[config.mk]
export PLATFORM = sky130hd
export DESIGN_NAME = cdb_receiver_station
export DESIGN_NICKNAME = d
export VERILOG_FILES = /design/src/rtl/cdb_receiver_station.sv
export SDC_FILE = /design/constraint.sdc
export NUM_CORES = 1
export LEC_CHECK = 0
export ABC_AREA = 0
export BUFFER_PORTS_ARGS = -buffer_cell sky130_fd_sc_hd__buf_2
export CORE_MARGIN = 2
export CORE_UTILIZATION = 40
export DETAILED_ROUTE_END_ITERATION = 16
export PLACE_DENSITY_LB_ADDON = 0.05
export SYNTH_ARGS = -nofsm -noshare
export SYNTH_HDL_FRONTEND = slang
export SYNTH_SLANG_ARGS = --single-unit
[constraint.sdc]
create_clock -name clk -period 4 [get_ports clk]
set_clock_uncertainty 0.15 [all_clocks]
set_input_delay 0.8 -clock clk [delete_from_list [all_inputs] [get_ports clk]]
set_output_delay 0.8 -clock clk [all_outputs]
set_load 0.02 [all_outputs]
[src/rtl/cdb_receiver_station.sv]
// cdb_receiver_station: reservation station that snoops the common data bus.
// Entries form a collapsing, age-ordered queue (index 0 is oldest). Each entry
// waits for its two source operands, either supplied at dispatch or captured
// from a CDB broadcast by tag match. The oldest entry with both operands ready
// is offered to the functional unit.
// Optional feature macro: CDB_RECEIVER_ISSUE_BYPASS_EN. When defined, an entry
// whose last missing operand is on the CDB this cycle may issue in the same
// cycle, with that operand forwarded straight from i_cdb_data.
module cdb_receiver_station #(
  parameter int BW_PROCESSOR_DATA = 32,
  parameter int BW_TAG            = 4,
  parameter int BW_OP             = 4,
  parameter int NUM_ENTRY         = 4
) (
  input  logic                             clk,
  input  logic                             rst,
  input  logic                             i_disp_valid,
  output logic                             o_disp_ready,
  input  logic [BW_OP-1:0]                 i_disp_op,
  input  logic [BW_TAG-1:0]                i_disp_dest_tag,
  input  logic                             i_disp_src1_rdy,
  input  logic [BW_TAG-1:0]                i_disp_src1_tag,
  input  logic [BW_PROCESSOR_DATA-1:0]     i_disp_src1_data,
  input  logic                             i_disp_src2_rdy,
  input  logic [BW_TAG-1:0]                i_disp_src2_tag,
  input  logic [BW_PROCESSOR_DATA-1:0]     i_disp_src2_data,
  input  logic                             i_cdb_valid,
  input  logic [BW_TAG-1:0]                i_cdb_tag,
  input  logic [BW_PROCESSOR_DATA-1:0]     i_cdb_data,
  output logic                             o_issue_valid,
  input  logic                             i_issue_ready,
  output logic [BW_OP-1:0]                 o_issue_op,
  output logic [BW_TAG-1:0]                o_issue_dest_tag,
  output logic [BW_PROCESSOR_DATA-1:0]     o_issue_src1_data,
  output logic [BW_PROCESSOR_DATA-1:0]     o_issue_src2_data,
  input  logic                             i_flush,
  output logic [$clog2(NUM_ENTRY+1)-1:0]   o_count
);

  localparam int CW = $clog2(NUM_ENTRY + 1);
  localparam int IW = $clog2(NUM_ENTRY);

  // Payload of one station slot; the valid bit is kept separately so that
  // only it needs a reset.
  typedef struct packed {
    logic [BW_OP-1:0]             op;
    logic [BW_TAG-1:0]            dest_tag;
    logic                         s1_rdy;
    logic [BW_TAG-1:0]            s1_tag;
    logic [BW_PROCESSOR_DATA-1:0] s1_data;
    logic                         s2_rdy;
    logic [BW_TAG-1:0]            s2_tag;
    logic [BW_PROCESSOR_DATA-1:0] s2_data;
  } entry_t;

  logic            r_valid [NUM_ENTRY];
  entry_t          r_ent   [NUM_ENTRY];
  logic [CW-1:0]   r_count;

  entry_t          w_cap      [NUM_ENTRY];
  entry_t          w_sel_src  [NUM_ENTRY];
  entry_t          w_nxt_ent  [NUM_ENTRY];
  logic            w_nxt_valid[NUM_ENTRY];
  entry_t          w_disp_ent;
  logic            w_any;
  logic [IW-1:0]   w_sel;
  logic            w_issue_hs;
  logic            w_disp_hs;
  logic [CW-1:0]   w_wr_idx;

  // Apply a CDB broadcast to an entry: any waiting source with a matching tag
  // picks up the broadcast data and becomes ready.
  function automatic entry_t snoop(input entry_t e, input logic v,
                                   input logic [BW_TAG-1:0] t,
                                   input logic [BW_PROCESSOR_DATA-1:0] d);
    entry_t r;
    r = e;
    if (v && !e.s1_rdy && (e.s1_tag == t)) begin
      r.s1_rdy  = 1'b1;
      r.s1_data = d;
    end
    if (v && !e.s2_rdy && (e.s2_tag == t)) begin
      r.s2_rdy  = 1'b1;
      r.s2_data = d;
    end
    return r;
  endfunction

  // Snoop the CDB for every stored entry and for the entry being dispatched,
  // so a broadcast coinciding with dispatch is never lost.
  always_comb begin
    for (int i = 0; i < NUM_ENTRY; i++) begin
      w_cap[i] = snoop(r_ent[i], i_cdb_valid, i_cdb_tag, i_cdb_data);
    end
    w_disp_ent = snoop('{op: i_disp_op, dest_tag: i_disp_dest_tag,
                         s1_rdy: i_disp_src1_rdy, s1_tag: i_disp_src1_tag,
                         s1_data: i_disp_src1_data,
                         s2_rdy: i_disp_src2_rdy, s2_tag: i_disp_src2_tag,
                         s2_data: i_disp_src2_data},
                       i_cdb_valid, i_cdb_tag, i_cdb_data);
  end

`ifdef CDB_RECEIVER_ISSUE_BYPASS_EN
  // Issue selection sees this cycle's CDB wakeups (combinational forward).
  assign w_sel_src = w_cap;
`else
  // Issue selection sees only registered operand state.
  assign w_sel_src = r_ent;
`endif

  // Pick the oldest (lowest index) entry with both operands ready.
  always_comb begin
    // NOTE: every output of a combinational block gets a default first so no
    // path leaves it unassigned and a latch is never inferred.
    w_any = 1'b0;
    w_sel = '0;
    for (int i = NUM_ENTRY - 1; i >= 0; i--) begin
      if (r_valid[i] && w_sel_src[i].s1_rdy && w_sel_src[i].s2_rdy) begin
        w_any = 1'b1;
        w_sel = IW'(i);
      end
    end
  end

  assign o_issue_valid = w_any && !i_flush && !rst;
  assign o_disp_ready  = (r_count < CW'(NUM_ENTRY)) && !i_flush;
  assign o_count       = r_count;
  assign w_issue_hs    = o_issue_valid && i_issue_ready;
  assign w_disp_hs     = i_disp_valid && o_disp_ready;
  assign w_wr_idx      = r_count - CW'(w_issue_hs);

  // Drive issue fields from the selected entry, zero when nothing is offered.
  always_comb begin
    o_issue_op        = '0;
    o_issue_dest_tag  = '0;
    o_issue_src1_data = '0;
    o_issue_src2_data = '0;
    if (o_issue_valid) begin
      o_issue_op        = w_sel_src[w_sel].op;
      o_issue_dest_tag  = w_sel_src[w_sel].dest_tag;
      o_issue_src1_data = w_sel_src[w_sel].s1_data;
      o_issue_src2_data = w_sel_src[w_sel].s2_data;
    end
  end

  // Next queue image: collapse over the issued slot, then append the dispatch
  // at the first free index after the collapse.
  always_comb begin
    for (int i = 0; i < NUM_ENTRY - 1; i++) begin
      if (w_issue_hs && (IW'(i) >= w_sel)) begin
        w_nxt_valid[i] = r_valid[i+1];
        w_nxt_ent[i]   = w_cap[i+1];
      end else begin
        w_nxt_valid[i] = r_valid[i];
        w_nxt_ent[i]   = w_cap[i];
      end
    end
    w_nxt_valid[NUM_ENTRY-1] = r_valid[NUM_ENTRY-1] && !w_issue_hs;
    w_nxt_ent[NUM_ENTRY-1]   = w_cap[NUM_ENTRY-1];
    for (int i = 0; i < NUM_ENTRY; i++) begin
      if (w_disp_hs && (CW'(i) == w_wr_idx)) begin
        w_nxt_valid[i] = 1'b1;
        w_nxt_ent[i]   = w_disp_ent;
      end
    end
  end

  // Occupancy state: reset and flush empty the station.
  always_ff @(posedge clk) begin
    // NOTE: registered state uses non-blocking assignment so every flop
    // samples the pre-edge values regardless of statement order.
    if (rst || i_flush) begin
      r_count <= '0;
      for (int i = 0; i < NUM_ENTRY; i++) r_valid[i] <= 1'b0;
    end else begin
      r_count <= r_count + CW'(w_disp_hs) - CW'(w_issue_hs);
      for (int i = 0; i < NUM_ENTRY; i++) r_valid[i] <= w_nxt_valid[i];
    end
  end

  // Entry payload storage.
  always_ff @(posedge clk) begin
    // NOTE: payload is deliberately not reset; it is only observed through a
    // valid bit, which is reset, so stale contents are never visible.
    for (int i = 0; i < NUM_ENTRY; i++) r_ent[i] <= w_nxt_ent[i];
  end

endmodule

# Word-level counts from Yosys, hierarchy flattened
# Memory sizes are Yosys's and may differ from the RTL's.
# Cells that the tools add are included.
# classes
n_addsub	3
magnitude_cmp	5
n_eq_ne	13
mux	56
n_bitwise	5
reduce_logical	61
# ops
op	n
$mux W82	8
$mux W32	12
$bmux W82 S2	1
$mux W74	1
$logic_and A1 B1 Y1	41
$eq A4 B4 Y1	10
$mux W1	28
$logic_not A1 Y1	13
$mux W2	4
$mux W4	2
$eq A2 B3 Y1 const A	2
$reduce_bool A2 Y1	3
$reduce_bool A3 Y1	2
$sub A3 B1 Y3	2
$ge A1 B2 Y1 const A	2
$or A1 B1 Y1	4
$add A3 B1 Y3	1
$eq A1 B3 Y1 const A	1
$ge A3 B3 Y1 const B	1
$logic_not A3 Y1	1
$lt A3 B3 Y1 const B	1
$not A2 Y3	1
$ge A2 B2 Y1 const A	1
$logic_or A1 B1 Y1	1
# totals
ff_bits	331
ram_bits	4
output_inout_bits	77
n_memories	1
# mem_list
memory	words	width	read_ports	rd_ports_with_merged_regs	wr	line	rtl
r_valid	4	1	4	0	4	56	logic r_valid [NUM_ENTRY];

# Depth between registers and ports, before layout
# An unclocked memory read counts as a cell.
# logic_depth
word_depth	15
depth_mapped	15
ltp_nobuf	12

# Worst setup path before layout
# No wires, ideal clock.
# synth_path
path_kind	input port to flip-flop
from	input port i_issue_ready
to	register, netlist name r_ent[246]
setup_ns	0.391
arrival_ns	3.305
setup_slack_ns	0.155
cell_stages	11
path_buffers	2
path_cell_list	nor3b_1 > o21ai_0 > inv_1 > ha_1 > ha_1 > nor4b_2 > and3_1 > clkbuf_1 > clkbuf_1 > nor2_1 > nand2_1
# synth_between
elab_chain_cells	5
elab_cells_between_ends	6
cone_classes	add/sub: 1; reduce/logical: 5
# synth_rtl
item	line	rtl
from (decl)	31	input logic i_issue_ready,
$logic_and A1 B1 Y1 (*)	128	assign w_issue_hs = o_issue_valid && i_issue_ready;
$sub A3 B1 Y3	130	assign w_wr_idx = r_count - CW'(w_issue_hs);
$logic_not A3 Y1	161	if (w_disp_hs && (CW'(i) == w_wr_idx)) begin
$logic_and A1 B1 Y1	161	
$reduce_bool A3 Y1 (no line) (*)	--	
# Mark *: on every way between the ends. The rest lies on a longest branch, timed or not.
# A chain may end at the register's enable or synchronous reset.

# Final worst setup path
# layout_path
from	register, netlist name r_ent[118]
to	output port o_issue_src2_data[24]
# layout_between
elab_chain_cells	9
elab_cells_between_ends	14
cone_classes	mux: 10; bitwise: 1; reduce/logical: 3
# layout_rtl
item	line	rtl
$logic_and A1 B1 Y1 (*)	118	if (r_valid[i] && w_sel_src[i].s1_rdy && w_sel_src[i].s2_rdy) begin
$mux W2 (3 in a row)	118	
$not A2 Y3 (implied by the code)	142	o_issue_src2_data = w_sel_src[w_sel].s2_data;
$bmux W82 S2	142	
$mux W82 (implied by the code) (2 in a row)	142	
$mux W32 (*)	138	if (o_issue_valid) begin
to (decl)	35	output logic [BW_PROCESSOR_DATA-1:0] o_issue_src2_data,
# Mark *: on every way between the ends. The rest lies on a longest branch, timed or not. The select of a mux whose other input is x is not followed.

==> flow_summary.ini <==
[placement]
place_congestion = 0.8412
hpwl_microns = 51890
io_buffers = 200
dp.cells = 2829

[yosys]
postSynth.asyncResetShare = 0
synth_warnings = 0
seq_area_frac_synth = 0.4100
yosysUniqueCellTypes = 67
synth_top_family_by_area = compound AO/OA/AOI/OAI gates
ys_ff_latch = 335
ys.flop_type = dfxtp_1
synthSimpleGateAreaFrac = 0.1323
synth.avg_cell_area_sq_um = 9.037
netlist_area_sq_um = 19530
synthMuxAreaShare = 0.01698
synth.area.top_cells = dfxtp_1 (21%), edfxtp_1 (20%), a222oi_1 (5.3%), o22ai_1 (4.1%), a22o_1 (3.9%)
synth-adder-area-share = 0.003588
yosysTopAreaCell = dfxtp_1
netlist.area_leader.share = 0.2101
synth_edf_count = 130
synth_nets = 2290
synth_xor_area_frac = 0.01749
syn_inst = 2161
synth_compound_area_frac = 0.3530

[cts]
clock_sinks = 335
cts_setup_buffers = 0
cts_inserted_buffers = 42
cts_max_level = 2
worst_skew_pair.late_latency_ns = 0.58
ctsLongestPathBuffers = 3
ctsHoldBuffers = 0
clockRootBuffer = clkbuf_16
clk_pin_slew_ns = 0.06
ctsResizeCount = 0
cts_tree = built

[sta]
finalMaxSlewViolations = 0
timing.fmax_ghz = 0.2591
setup_tns_ns = 0
worst_pin_slew_ns = 0.9450
final_hold_viol_count = 0
setup_viol = 0
slew_headroom = 0.3700
rsz0062_at_grt = no
post-route-period-util = 0.9648
min_period_ns = 3.859

[routing]
vias = 20500
ant_nets = 0
drcViolationCount = 0
dr.pass1.iters = 9
finalWirelength_microns = 87810
drt_iter0_drc = 3207
viasPerCell = 7.049
wl_per_cell_microns = 30.20

[grt]
grt_pass1_vias = 19930
grt_pass1_wl_microns = 128500
grt-ovfl-total = 0
grt_usage = 0.3365
grt_max_degree = 73
antenna_found_initial = 4

[final_layout]
nets = 2387
synthToLayoutAreaGrowth_pct = 16.69
drive_above_1_share = 0.1721
multiInputGateArea_sq_um = 10360
final_cells = 2908
seq_area_sq_um = 8008
fillers = 4587
final_util = 0.4753

[power_and_ir_drop]
p_per_area_nw_per_um2 = 462.4
report.power.total_w = 0.01054
internal_power_w = 0.007327
peakVddDrop_mv = 0.2598
switchingPower_w = 0.003210
leakage_nw = 8.796
seqPwrFrac = 0.458
pwr-share-comb = 0.175
clockPowerShare = 0.367
switching_share = 0.3047

[worst_setup_path]
rrSetupSlack_ns = 0.30
worstPathRequired_ns = 3.05
cp-end-kind = primary output
start_kind = flip-flop
path_cells = buf_4 > and3_2 > nor2_4 > buf_12 > a22o_1 > a222oi_1 > nor2_1 > buf_2
critPathMaxFanout = 72
slowest_stage = a222oi_1
cp.arrival_ns = 2.91
critPathMaxStageDelay_ns = 0.49
critPathKind = flip-flop to primary output

[outcome]
status = finished clean

[floorplan]
start_util = 0.4073
core_area_sq_um = 47950
row_count = 80
die_area_sq_um = 50600
io_pins = 201
die_w_microns = 225.0
die_y_microns = 225.0

[min_path]
hold_path_class = input pin to flip-flop

[run]
maxCapViolations = 0
## state kept, by name, summed over array words and instances, names as in the netlist
name	count
o_count	3
r_ent	328
r_valid	4
## placed cells by master (no fill, tap or decap), types with 7 or more instances in the layout
master,netlist,final
nor3_1,8,8
clkinv_1,0,7
a22o_1,88,88
nand3_1,138,138
and3_1,9,8
nor2_1,125,118
clkbuf_8,0,9
a21oi_1,134,134
o22ai_1,128,128
xnor2_1,27,27
o21a_1,32,32
a311oi_1,32,32
o21ai_2,1,8
xor2_1,12,12
buf_12,0,24
a222oi_1,104,104
inv_1,77,77
edfxtp_1,130,130
buf_2,41,200
dfxtp_1,205,205
o221a_1,58,58
o21ai_0,71,71
buf_4,10,68
o32a_1,32,32
and2_1,37,36
o22a_1,34,34
o2111ai_1,33,33
or3_1,30,30
nand2_1,171,169
a211o_1,32,32
mux2i_1,32,32
clkbuf_16,0,43
clkbuf_1,181,8
a211oi_1,32,32
o2111a_1,28,28
## power by group through the flow
stage,Sequential (W),Combinational [W],Clock (W)
3_3_place_gp,0.00482,0.00173,0
2_1_floorplan,0.00466,0.00127,0
4_1_cts,0.00478,0.00181,0.00389
5_1_grt,0.00488,0.00202,0.00403
6_report,0.00482,0.00185,0.00387
3_5_place_dp,0.00484,0.00180,0
## routing by layer
layer,vias up,global-route usage,share of wire
met5,-,0,0
met4,0,0.1318,0.027
met3,171,0.07353,0.11
met2,1435,0.5163,0.45
met1,10150,0.4612,0.42
li1,8748,-,-
## stage by stage
stage | setup WS (ns) | area (sq um) | hold WS (ns)
final | 0.1407 | 22790 | 0.3148
after floorplan | 0.1546 | 19530 | 0.3134
after global placement | 0.1782 | 21430 | 0.3380
after detailed placement | 0.07062 | 21430 | 0.3533
after global routing | 0.05729 | 22790 | 0.2938
after CTS | 0.2270 | 22780 | 0.2934
## worst max-delay path, delay by kind of cell (launching register included)
| family | cells | cell delay (ns) |
|---|---|---|
| AND/OR/NAND/NOR | 3 | 0.55 |
| buffers and inverters | 3 | 0.62 |
| AO/OA/AOI/OAI | 2 | 0.74 |
| flip-flops | 1 | 0.36 |
## cell usage after synthesis, types with 30 or more instances
master	number
or3_1	30
edfxtp_1	130
a211o_1	32
o2111ai_1	33
clkbuf_1	181
o21a_1	32
o221a_1	58
nor2_1	125
a21oi_1	134
nand3_1	138
nand2_1	171
o32a_1	32
a211oi_1	32
dfxtp_1	205
buf_2	41
inv_1	77
o22ai_1	128
a222oi_1	104
o21ai_0	71
o22a_1	34
and2_1	37
mux2i_1	32
a22o_1	88
a311oi_1	32
## cell type report
type                    instances  share of cell area
clock inverters                16            0.005491
flip-flops and latches        335              0.3514
inverters                      78             0.01285
clock buffers                  60             0.05397
repair buffers                292             0.08741
diodes                          3           0.0003294
well taps                     615             0.03377
multi-input cells            1509              0.4548
## worst paths after layout
path / start / endpoint / cells past startpoint
max: r_ent[118]$_DFF_P_ / o_issue_src2_data[24] / 8
min: i_disp_dest_tag[2] / r_ent[76]$_DFFE_PP_ / 1
max reg2reg: r_ent[36]$_DFF_P_ / r_ent[84]$_DFF_P_ / 12
min reg2reg: r_valid[3]$_SDFF_PP0_ / r_valid[2]$_SDFF_PP0_ / 2
## logic make-up after synthesis
group | Yosys count
AOI/OAI and AO/OA | 881
adders and majority gates | 5
muxes | 33
xor gates and xnor gates | 39
buffers and inverters | 317
and+or+nand+nor | 551
DFF | 335
Power figures use the tool's default switching activity.
